[config.mk]
export PLATFORM = sky130hd
export DESIGN_NAME = ps2_key_event_fifo
export DESIGN_NICKNAME = d
export VERILOG_FILES = /design/src/rtl/ps2_pkg.sv /design/src/rtl/ps2_evt_fifo.sv /design/src/rtl/ps2_key_event_fifo.sv
export SDC_FILE = /design/constraint.sdc
export NUM_CORES = 1
export LEC_CHECK = 0
export ABC_CLOCK_PERIOD_IN_PS = 4100
export CORE_MARGIN = 5
export CORE_UTILIZATION = 65
export DETAILED_ROUTE_END_ITERATION = 10
export GPL_TIMING_DRIVEN = 0
export PLACE_DENSITY = 0.84
export SYNTH_ARGS = -nofsm -noshare
export SYNTH_HDL_FRONTEND = slang
export SYNTH_SLANG_ARGS = --single-unit
[constraint.sdc]
create_clock -name clk -period 4.1 [get_ports clk]
set_input_delay 0.82 -clock clk [delete_from_list [all_inputs] [get_ports clk]]
set_output_delay 0.82 -clock clk [all_outputs]
set_load 0.02 [all_outputs]
[src/rtl/ps2_pkg.sv]
// Shared constants, decoder state encoding and event layout for the PS/2 key event path.
package ps2_pkg;

  localparam logic [7:0] SC_EXT   = 8'hE0;
  localparam logic [7:0] SC_BRK   = 8'hF0;
  localparam logic [7:0] SC_PAUSE = 8'hE1;

  localparam logic [7:0] SC_FAKE_SHIFT_L = 8'h12;
  localparam logic [7:0] SC_FAKE_SHIFT_R = 8'h59;

  // Bytes that follow the E1 prefix before the single pause event is emitted.
  localparam logic [2:0] PAUSE_SKIP = 3'd6;

  localparam int EVT_CODE_LSB = 0;
  localparam int EVT_BRK_BIT  = 8;
  localparam int EVT_EXT_BIT  = 9;
  localparam int EVT_SYS_BIT  = 10;
  localparam int EVT_W        = 11;

  typedef enum logic [2:0] {
    ST_IDLE,
    ST_GOT_E0,
    ST_GOT_F0,
    ST_GOT_E0F0,
    ST_PAUSE
  } dec_state_t;

  function automatic logic is_sys_byte(input logic [7:0] b);
    case (b)
      8'hAA, 8'hEE, 8'hFA, 8'hFC, 8'hFD, 8'hFE, 8'h00, 8'hFF: is_sys_byte = 1'b1;
      default:                                                is_sys_byte = 1'b0;
    endcase
  endfunction

  function automatic logic [EVT_W-1:0] make_evt(input logic sys, input logic ext,
                                                input logic brk, input logic [7:0] code);
    logic [EVT_W-1:0] e;
    e = '0;
    e[EVT_SYS_BIT] = sys;
    e[EVT_EXT_BIT] = ext;
    e[EVT_BRK_BIT] = brk;
    e[EVT_CODE_LSB +: 8] = code;
    return e;
  endfunction

endpackage

[src/rtl/ps2_evt_fifo.sv]
// Show-ahead synchronous FIFO: head entry is visible on head_data whenever not empty.
module ps2_evt_fifo #(
  parameter int WIDTH = 11,
  parameter int DEPTH = 16
) (
  input  logic                     clk,
  input  logic                     nRESET,
  input  logic                     push,
  input  logic [WIDTH-1:0]         push_data,
  input  logic                     pop,
  output logic [WIDTH-1:0]         head_data,
  output logic                     full,
  output logic                     empty,
  output logic [$clog2(DEPTH):0]   count
);

  localparam int AW = $clog2(DEPTH);

  logic [WIDTH-1:0] mem [DEPTH];
  logic [AW-1:0]    wr_ptr_q, wr_ptr_d;
  logic [AW-1:0]    rd_ptr_q, rd_ptr_d;
  logic [AW:0]      count_q, count_d;
  logic             do_push, do_pop;

  assign empty = (count_q == '0);
  assign full  = (count_q == (AW+1)'(DEPTH));
  assign count = count_q;

  // Pop on empty is ignored; a push into a full FIFO only lands if a pop frees a slot.
  assign do_pop  = pop && !empty;
  assign do_push = push && (!full || do_pop);

  always_comb begin
    wr_ptr_d = do_push ? wr_ptr_q + 1'b1 : wr_ptr_q;
    rd_ptr_d = do_pop  ? rd_ptr_q + 1'b1 : rd_ptr_q;
    count_d  = count_q;
    case ({do_push, do_pop})
      2'b10:   count_d = count_q + 1'b1;
      2'b01:   count_d = count_q - 1'b1;
      default: count_d = count_q;
    endcase
  end

  always_ff @(posedge clk or negedge nRESET) begin
    if (!nRESET) begin
      wr_ptr_q <= '0;
      rd_ptr_q <= '0;
      count_q  <= '0;
    end else begin
      wr_ptr_q <= wr_ptr_d;
      rd_ptr_q <= rd_ptr_d;
      count_q  <= count_d;
    end
  end

  always_ff @(posedge clk) begin
    if (do_push) mem[wr_ptr_q] <= push_data;
  end

  assign head_data = empty ? '0 : mem[rd_ptr_q];

endmodule

[src/rtl/ps2_key_event_fifo.sv]
// Decodes Scan Code Set 2 prefix sequences into key events and buffers them for the CPU.
module ps2_key_event_fifo
  import ps2_pkg::*;
#(
  parameter int DEPTH             = 16,
  parameter int TIMEOUT_CYCLES    = 2000000,
  parameter bit FILTER_FAKE_SHIFT = 1'b1
) (
  input  logic                   clk,
  input  logic                   nRESET,
  input  logic [7:0]             in_data,
  input  logic                   in_valid,
  input  logic                   in_error,
  input  logic                   pop,
  output logic [EVT_W-1:0]       evt_data,
  output logic                   evt_valid,
  output logic [$clog2(DEPTH):0] count,
  output logic                   overflow,
  output logic                   rx_err,
  input  logic                   clr_flags
);

  localparam int TW = (TIMEOUT_CYCLES > 1) ? $clog2(TIMEOUT_CYCLES + 1) : 1;
  localparam logic [TW-1:0] TMO_LAST = (TIMEOUT_CYCLES == 0) ? '0 : TW'(TIMEOUT_CYCLES - 1);

  dec_state_t       state_q, state_d;
  logic [2:0]       skip_q, skip_d;
  logic             push_q, push_d;
  logic [EVT_W-1:0] evt_q, evt_d;
  logic [TW-1:0]    tmo_q, tmo_d;
  logic             overflow_q, overflow_d;
  logic             rx_err_q, rx_err_d;
  logic             byte_ok, tmo_hit, is_fake, fifo_full, fifo_empty;

  assign byte_ok = in_valid && !in_error;
  assign is_fake = FILTER_FAKE_SHIFT &&
                   (in_data == SC_FAKE_SHIFT_L || in_data == SC_FAKE_SHIFT_R);
  // Fires on the edge where the idle counter would reach TIMEOUT_CYCLES.
  assign tmo_hit = (TIMEOUT_CYCLES != 0) && (state_q != ST_IDLE) && !in_valid && !in_error &&
                   (tmo_q == TMO_LAST);

  always_ff @(posedge clk or negedge nRESET) begin
    if (!nRESET) begin
      state_q    <= ST_IDLE;
      skip_q     <= '0;
      push_q     <= 1'b0;
      evt_q      <= '0;
      tmo_q      <= '0;
      overflow_q <= 1'b0;
      rx_err_q   <= 1'b0;
    end else begin
      state_q    <= state_d;
      skip_q     <= skip_d;
      push_q     <= push_d;
      evt_q      <= evt_d;
      tmo_q      <= tmo_d;
      overflow_q <= overflow_d;
      rx_err_q   <= rx_err_d;
    end
  end

  always_comb begin
    state_d = state_q;
    if (in_error || tmo_hit) begin
      state_d = ST_IDLE;
    end else if (in_valid) begin
      case (state_q)
        ST_IDLE: begin
          if (in_data == SC_EXT)        state_d = ST_GOT_E0;
          else if (in_data == SC_BRK)   state_d = ST_GOT_F0;
          else if (in_data == SC_PAUSE) state_d = ST_PAUSE;
        end
        ST_GOT_E0: begin
          if (in_data == SC_BRK)        state_d = ST_GOT_E0F0;
          else if (in_data != SC_EXT)   state_d = ST_IDLE;
        end
        ST_PAUSE:  if (skip_q == '0)    state_d = ST_IDLE;
        default:                        state_d = ST_IDLE;
      endcase
    end
  end

  always_comb begin
    push_d = 1'b0;
    evt_d  = '0;
    skip_d = skip_q;
    if (byte_ok) begin
      case (state_q)
        ST_IDLE: begin
          if (in_data == SC_PAUSE) begin
            skip_d = PAUSE_SKIP;
          end else if (in_data != SC_EXT && in_data != SC_BRK) begin
            push_d = 1'b1;
            evt_d  = make_evt(is_sys_byte(in_data), 1'b0, 1'b0, in_data);
          end
        end
        ST_GOT_E0: begin
          if (in_data != SC_EXT && in_data != SC_BRK) begin
            push_d = !is_fake;
            evt_d  = make_evt(1'b0, 1'b1, 1'b0, in_data);
          end
        end
        ST_GOT_F0: begin
          push_d = 1'b1;
          evt_d  = make_evt(1'b0, 1'b0, 1'b1, in_data);
        end
        ST_GOT_E0F0: begin
          push_d = !is_fake;
          evt_d  = make_evt(1'b0, 1'b1, 1'b1, in_data);
        end
        ST_PAUSE: begin
          if (skip_q == '0) begin
            push_d = 1'b1;
            evt_d  = make_evt(1'b0, 1'b1, 1'b0, SC_PAUSE);
          end else begin
            skip_d = skip_q - 1'b1;
          end
        end
        default: ;
      endcase
    end
  end

  always_comb begin
    if (TIMEOUT_CYCLES == 0 || state_q == ST_IDLE || in_valid || in_error || tmo_hit)
      tmo_d = '0;
    else
      tmo_d = tmo_q + 1'b1;
  end

  // Set conditions win over clr_flags in the same cycle.
  always_comb begin
    overflow_d = overflow_q;
    rx_err_d   = rx_err_q;
    if (clr_flags) begin
      overflow_d = 1'b0;
      rx_err_d   = 1'b0;
    end
    if (push_q && fifo_full && !pop) overflow_d = 1'b1;
    if (in_error || tmo_hit)         rx_err_d   = 1'b1;
  end

  ps2_evt_fifo #(
    .WIDTH (EVT_W),
    .DEPTH (DEPTH)
  ) u_fifo (
    .clk       (clk),
    .nRESET    (nRESET),
    .push      (push_q),
    .push_data (evt_q),
    .pop       (pop),
    .head_data (evt_data),
    .full      (fifo_full),
    .empty     (fifo_empty),
    .count     (count)
  );

  assign evt_valid = !fifo_empty;
  assign overflow  = overflow_q;
  assign rx_err    = rx_err_q;

endmodule

==> impl_metrics.py <==
metrics = {
    "finish": {
        "antenna_cells": 0,
        "nets": 668,
        "drive_above_1_share": 0.193,
        "stdcell_area_mm2": 0.0110,
        "area_growth_pct": 15.2,
        "nFillCells": 810,
    },
    "status": {
        "outcome": "finished, final reports clean",
    },
    "min_path": {
        "hold_path.class": "in -> async",
    },
    "sta": {
        "tightest_slew_ns": 1.29,
        "skew_ns": 0.0220,
        "hold_viol": 0,
        "period_share": 0.968,
        "max_freq_mhz": 252,
        "timing.final.crit_period_ns": 3.97,
        "slew_headroom": 0.138,
        "fin_tns_setup_ns": 0,
        "slew_violations": 0,
        "setup_viol": 0,
        "rsz0062_at_grt": "no",
        "setup_slack_ns": 0.131,
    },
    "clocking": {
        "max-clock-path-buffers": 3,
        "clkTransAtPathRegs_ns": 0.06,
        "clkSinkCount": 230,
        "cts_buffers": 23,
        "cts_max_level": 1,
        "cts.hold.buffers_added": 0,
        "clockRootBuffer": "clkbuf_16",
        "insertion_delay_ns": 0.52,
        "cts_tree": "done",
    },
    "floorplan": {
        "dieHeight_um": 131,
        "io_pins": 33,
        "chipWidth_um": 131,
        "initial_core_util": 0.660,
        "dieArea_mm2": 0.0172,
        "core_mm2": 0.0145,
        "rows": 44,
    },
    "global_routing": {
        "antenna_found_initial": 0,
        "grt_util_all_layers": 0.239,
        "grt_overflow": 0,
        "grt_max_degree": 39,
        "grt_first_pass_wirelength_um": 32000,
        "grt_pass1_vias": 5673,
    },
    "drt": {
        "drc": 0,
        "num_vias": 5416,
        "final_antenna_net_count": 0,
        "wire_per_inst_um": 24.2,
        "routed_via_density": 6.42,
        "drtIter0Drc": 497,
        "firstDrtPassIters": 5,
        "drt-total-wl_um": 20400,
    },
    "yosys": {
        "syn-instance-count": 576,
        "synth_cell_types": 50,
        "seq_area_frac_synth": 0.695,
        "synth_area_mm2": 0.00955,
        "avgSynthCellArea_um2": 16.6,
        "synth.net_count": 602,
        "synth-seq-cells": 230,
        "yosys_warnings": 0,
    },
    "critical_path": {
        "cp-end-kind": "primary output",
        "cp-start-kind": "flip-flop",
        "r2r_end": "u_fifo.count[4]$_DFFE_PN0P_",
        "rr_startpoint": "u_fifo.count[0]$_DFFE_PN0P_",
        "setup.worst_path.class": "reg -> out",
        "critical_path.max_fanout": 10,
        "cp.required_ns": 3.28,
        "crit_arrival_ns": 3.15,
        "reg2reg_depth": 9,
        "regToRegSetupSlack_ns": 1.21,
    },
    "pwr": {
        "ir_worst_vdd_mv": 0.349,
        "fin_total_pwr_mw": 6.97,
        "p_leak_nw": 3.88,
        "powerDensity_mw_per_mm2": 633,
    },
    "placed_design": {
        "dpl_cell_area_mm2": 0.0102,
        "gp_congestion": 0.878,
        "pre_cts_slack_ns": 0.333,
        "port_buffers": 32,
        "dp_hpwl_um": 12400,
    },
    "job": {
        "max_cap_viol_count": 0,
    },
}
## through the flow
stage	cells	utilization	hold WS [ns]
finish	843	0.760	0.231
global route	843	0.760	0.247
CTS	843	0.760	0.225
detailed placement	801	0.708	0.474
global placement	792	0.698	0.454
floorplan	576	-	0.440
## cell usage after synthesis (all sizes together)
library cell	count	share of area
mux2	4	0.0059
o41ai	2	0.0018
o21ai	6	0.0035
nor4	5	0.0033
and2	4	0.0026
a31oi	2	0.0013
edfxtp	176	0.55
nor2	44	0.017
nand2b	2	0.0013
or3	2	0.0013
nor4b	1	0.00092
nand3b	1	0.00079
or2b	1	0.0012
and4bb	1	0.0013
and3	6	0.0039
dfrtp	54	0.14
and4	3	0.0028
a311oi	1	0.00092
inv	17	0.0067
nand2	26	0.012
nand4	7	0.0046
a21o	4	0.0033
o31a	3	0.0028
a32o	1	0.0010
xor2	17	0.016
a22oi	1	0.00079
clkbuf	17	0.0067
nor3	15	0.0079
a21oi	12	0.0063
mux4	44	0.10
or2	3	0.0020
mux2i	23	0.024
maj3	1	0.0010
o22ai	11	0.0072
ha	11	0.014
xnor2	12	0.011
buf	7	0.0042
or4	2	0.0020
nor2b	6	0.0039
nand4b	2	0.0018
nor3b	4	0.0031
fa	1	0.0021
nand3	14	0.0073
## power by group
part / leakage (nW) / switching [mW] / internal, mW / total [mW]
logic: 1.22 / 1.15 / 0.991 / 2.14
clock network: 0.363 / 0.867 / 1.18 / 2.05
registers: 2.30 / 0.108 / 2.67 / 2.78
total: 3.88 / 2.13 / 4.84 / 6.97
## worst max-delay path: stages (launching register included)
cell,delay (ns)
dfrtp_1,0.34
clkbuf_1,0.35
buf_1,0.74
mux2i_1,0.22
o22ai_1,0.32
clkdlybuf4s50_1,0.68
## cell type report
cell class                 instances  area, um^2  share of cell area
tap                              184         230              0.0209
clock inverter                    16         148              0.0134
clock buffer                      26         597              0.0542
sequential                       230        6640               0.603
inverter                          17        63.8             0.00580
multi-input combinational        305        2790               0.253
buffer                            24         124              0.0112
timing repair buffer              41         422              0.0383
## cell families (layout without fill, tap and decap cells)
family	count (synthesis)	in the layout	synth area share
compound gates	43	43	0.0289
xor+xnor	29	29	0.0266
fa+ha+maj	13	13	0.0175
buf+inv	41	124	0.0175
flops	230	230	0.695
mux	71	71	0.134
simple gates	149	149	0.0811
## worst max-delay path by stage
stage	startpoint	to	slack (ns)	depth (start not counted)
floorplan	u_fifo.count[0]$_DFFE_PN0P_	u_fifo.count[4]$_DFFE_PN0P_	1.35	9
global placement	u_fifo.rd_ptr_q[1]$_DFFE_PN0N_	evt_data[10]	0.39	6
detailed placement	u_fifo.rd_ptr_q[1]$_DFFE_PN0N_	evt_data[10]	0.33	6
CTS	u_fifo.rd_ptr_q[1]$_DFFE_PN0N_	evt_data[10]	0.01	6
global route	u_fifo.count[0]$_DFFE_PN0P_	evt_data[0]	0.02	6
finish	u_fifo.rd_ptr_q[3]$_DFFE_PN0N_	evt_data[6]	0.13	5
## cell usage in the layout (no fill, tap or decap), types with 4 or more instances in the layout
cell type / Yosys / routed
edfxtp_1: 176 / 176
clkbuf_2: 0 / 6
xor2_1: 17 / 17
o22ai_1: 11 / 11
clkbuf_1: 17 / 13
and3_1: 6 / 6
ha_1: 11 / 11
a21oi_1: 12 / 12
mux4_2: 44 / 44
mux2i_1: 23 / 23
buf_6: 1 / 8
nor3b_1: 4 / 4
nand4_1: 7 / 7
dfrtp_1: 54 / 54
clkbuf_16: 0 / 23
xnor2_1: 12 / 12
nor2b_1: 6 / 6
inv_1: 17 / 17
nor2_1: 44 / 44
clkinv_2: 0 / 7
clkdlybuf4s50_1: 0 / 31
nor4_1: 5 / 5
nor3_1: 15 / 7
nand3_1: 14 / 14
nor3_2: 0 / 8
o21ai_0: 5 / 5
and2_1: 4 / 4
nand2_1: 24 / 24
## registers in the layout, indices dropped and copies added, names as in the netlist
| name | count |
|---|---|
| push_q | 1 |
| u_fifo.count | 5 |
| state_q | 3 |
| u_fifo.mem | 176 |
| skip_q | 3 |
| u_fifo.rd_ptr_q | 4 |
| overflow | 1 |
| rx_err | 1 |
| u_fifo.wr_ptr_q | 4 |
| tmo_q | 21 |
| evt_q | 11 |
## per-layer routing
metal,share of wire,vias up,track usage
li1,-,2359,-
met1,0.37,2742,0.304
met2,0.53,268,0.418
met3,0.077,47,0.0451
met4,0.027,0,0.0745
met5,0,-,0
## timing repair
action	in CTS	in global routing
buffers inserted	0	0
resized for setup	4	11
pin swaps	0	0
endpoints found under the setup margin	11	5
cloned	0	0
Power figures use the tool's default switching activity.
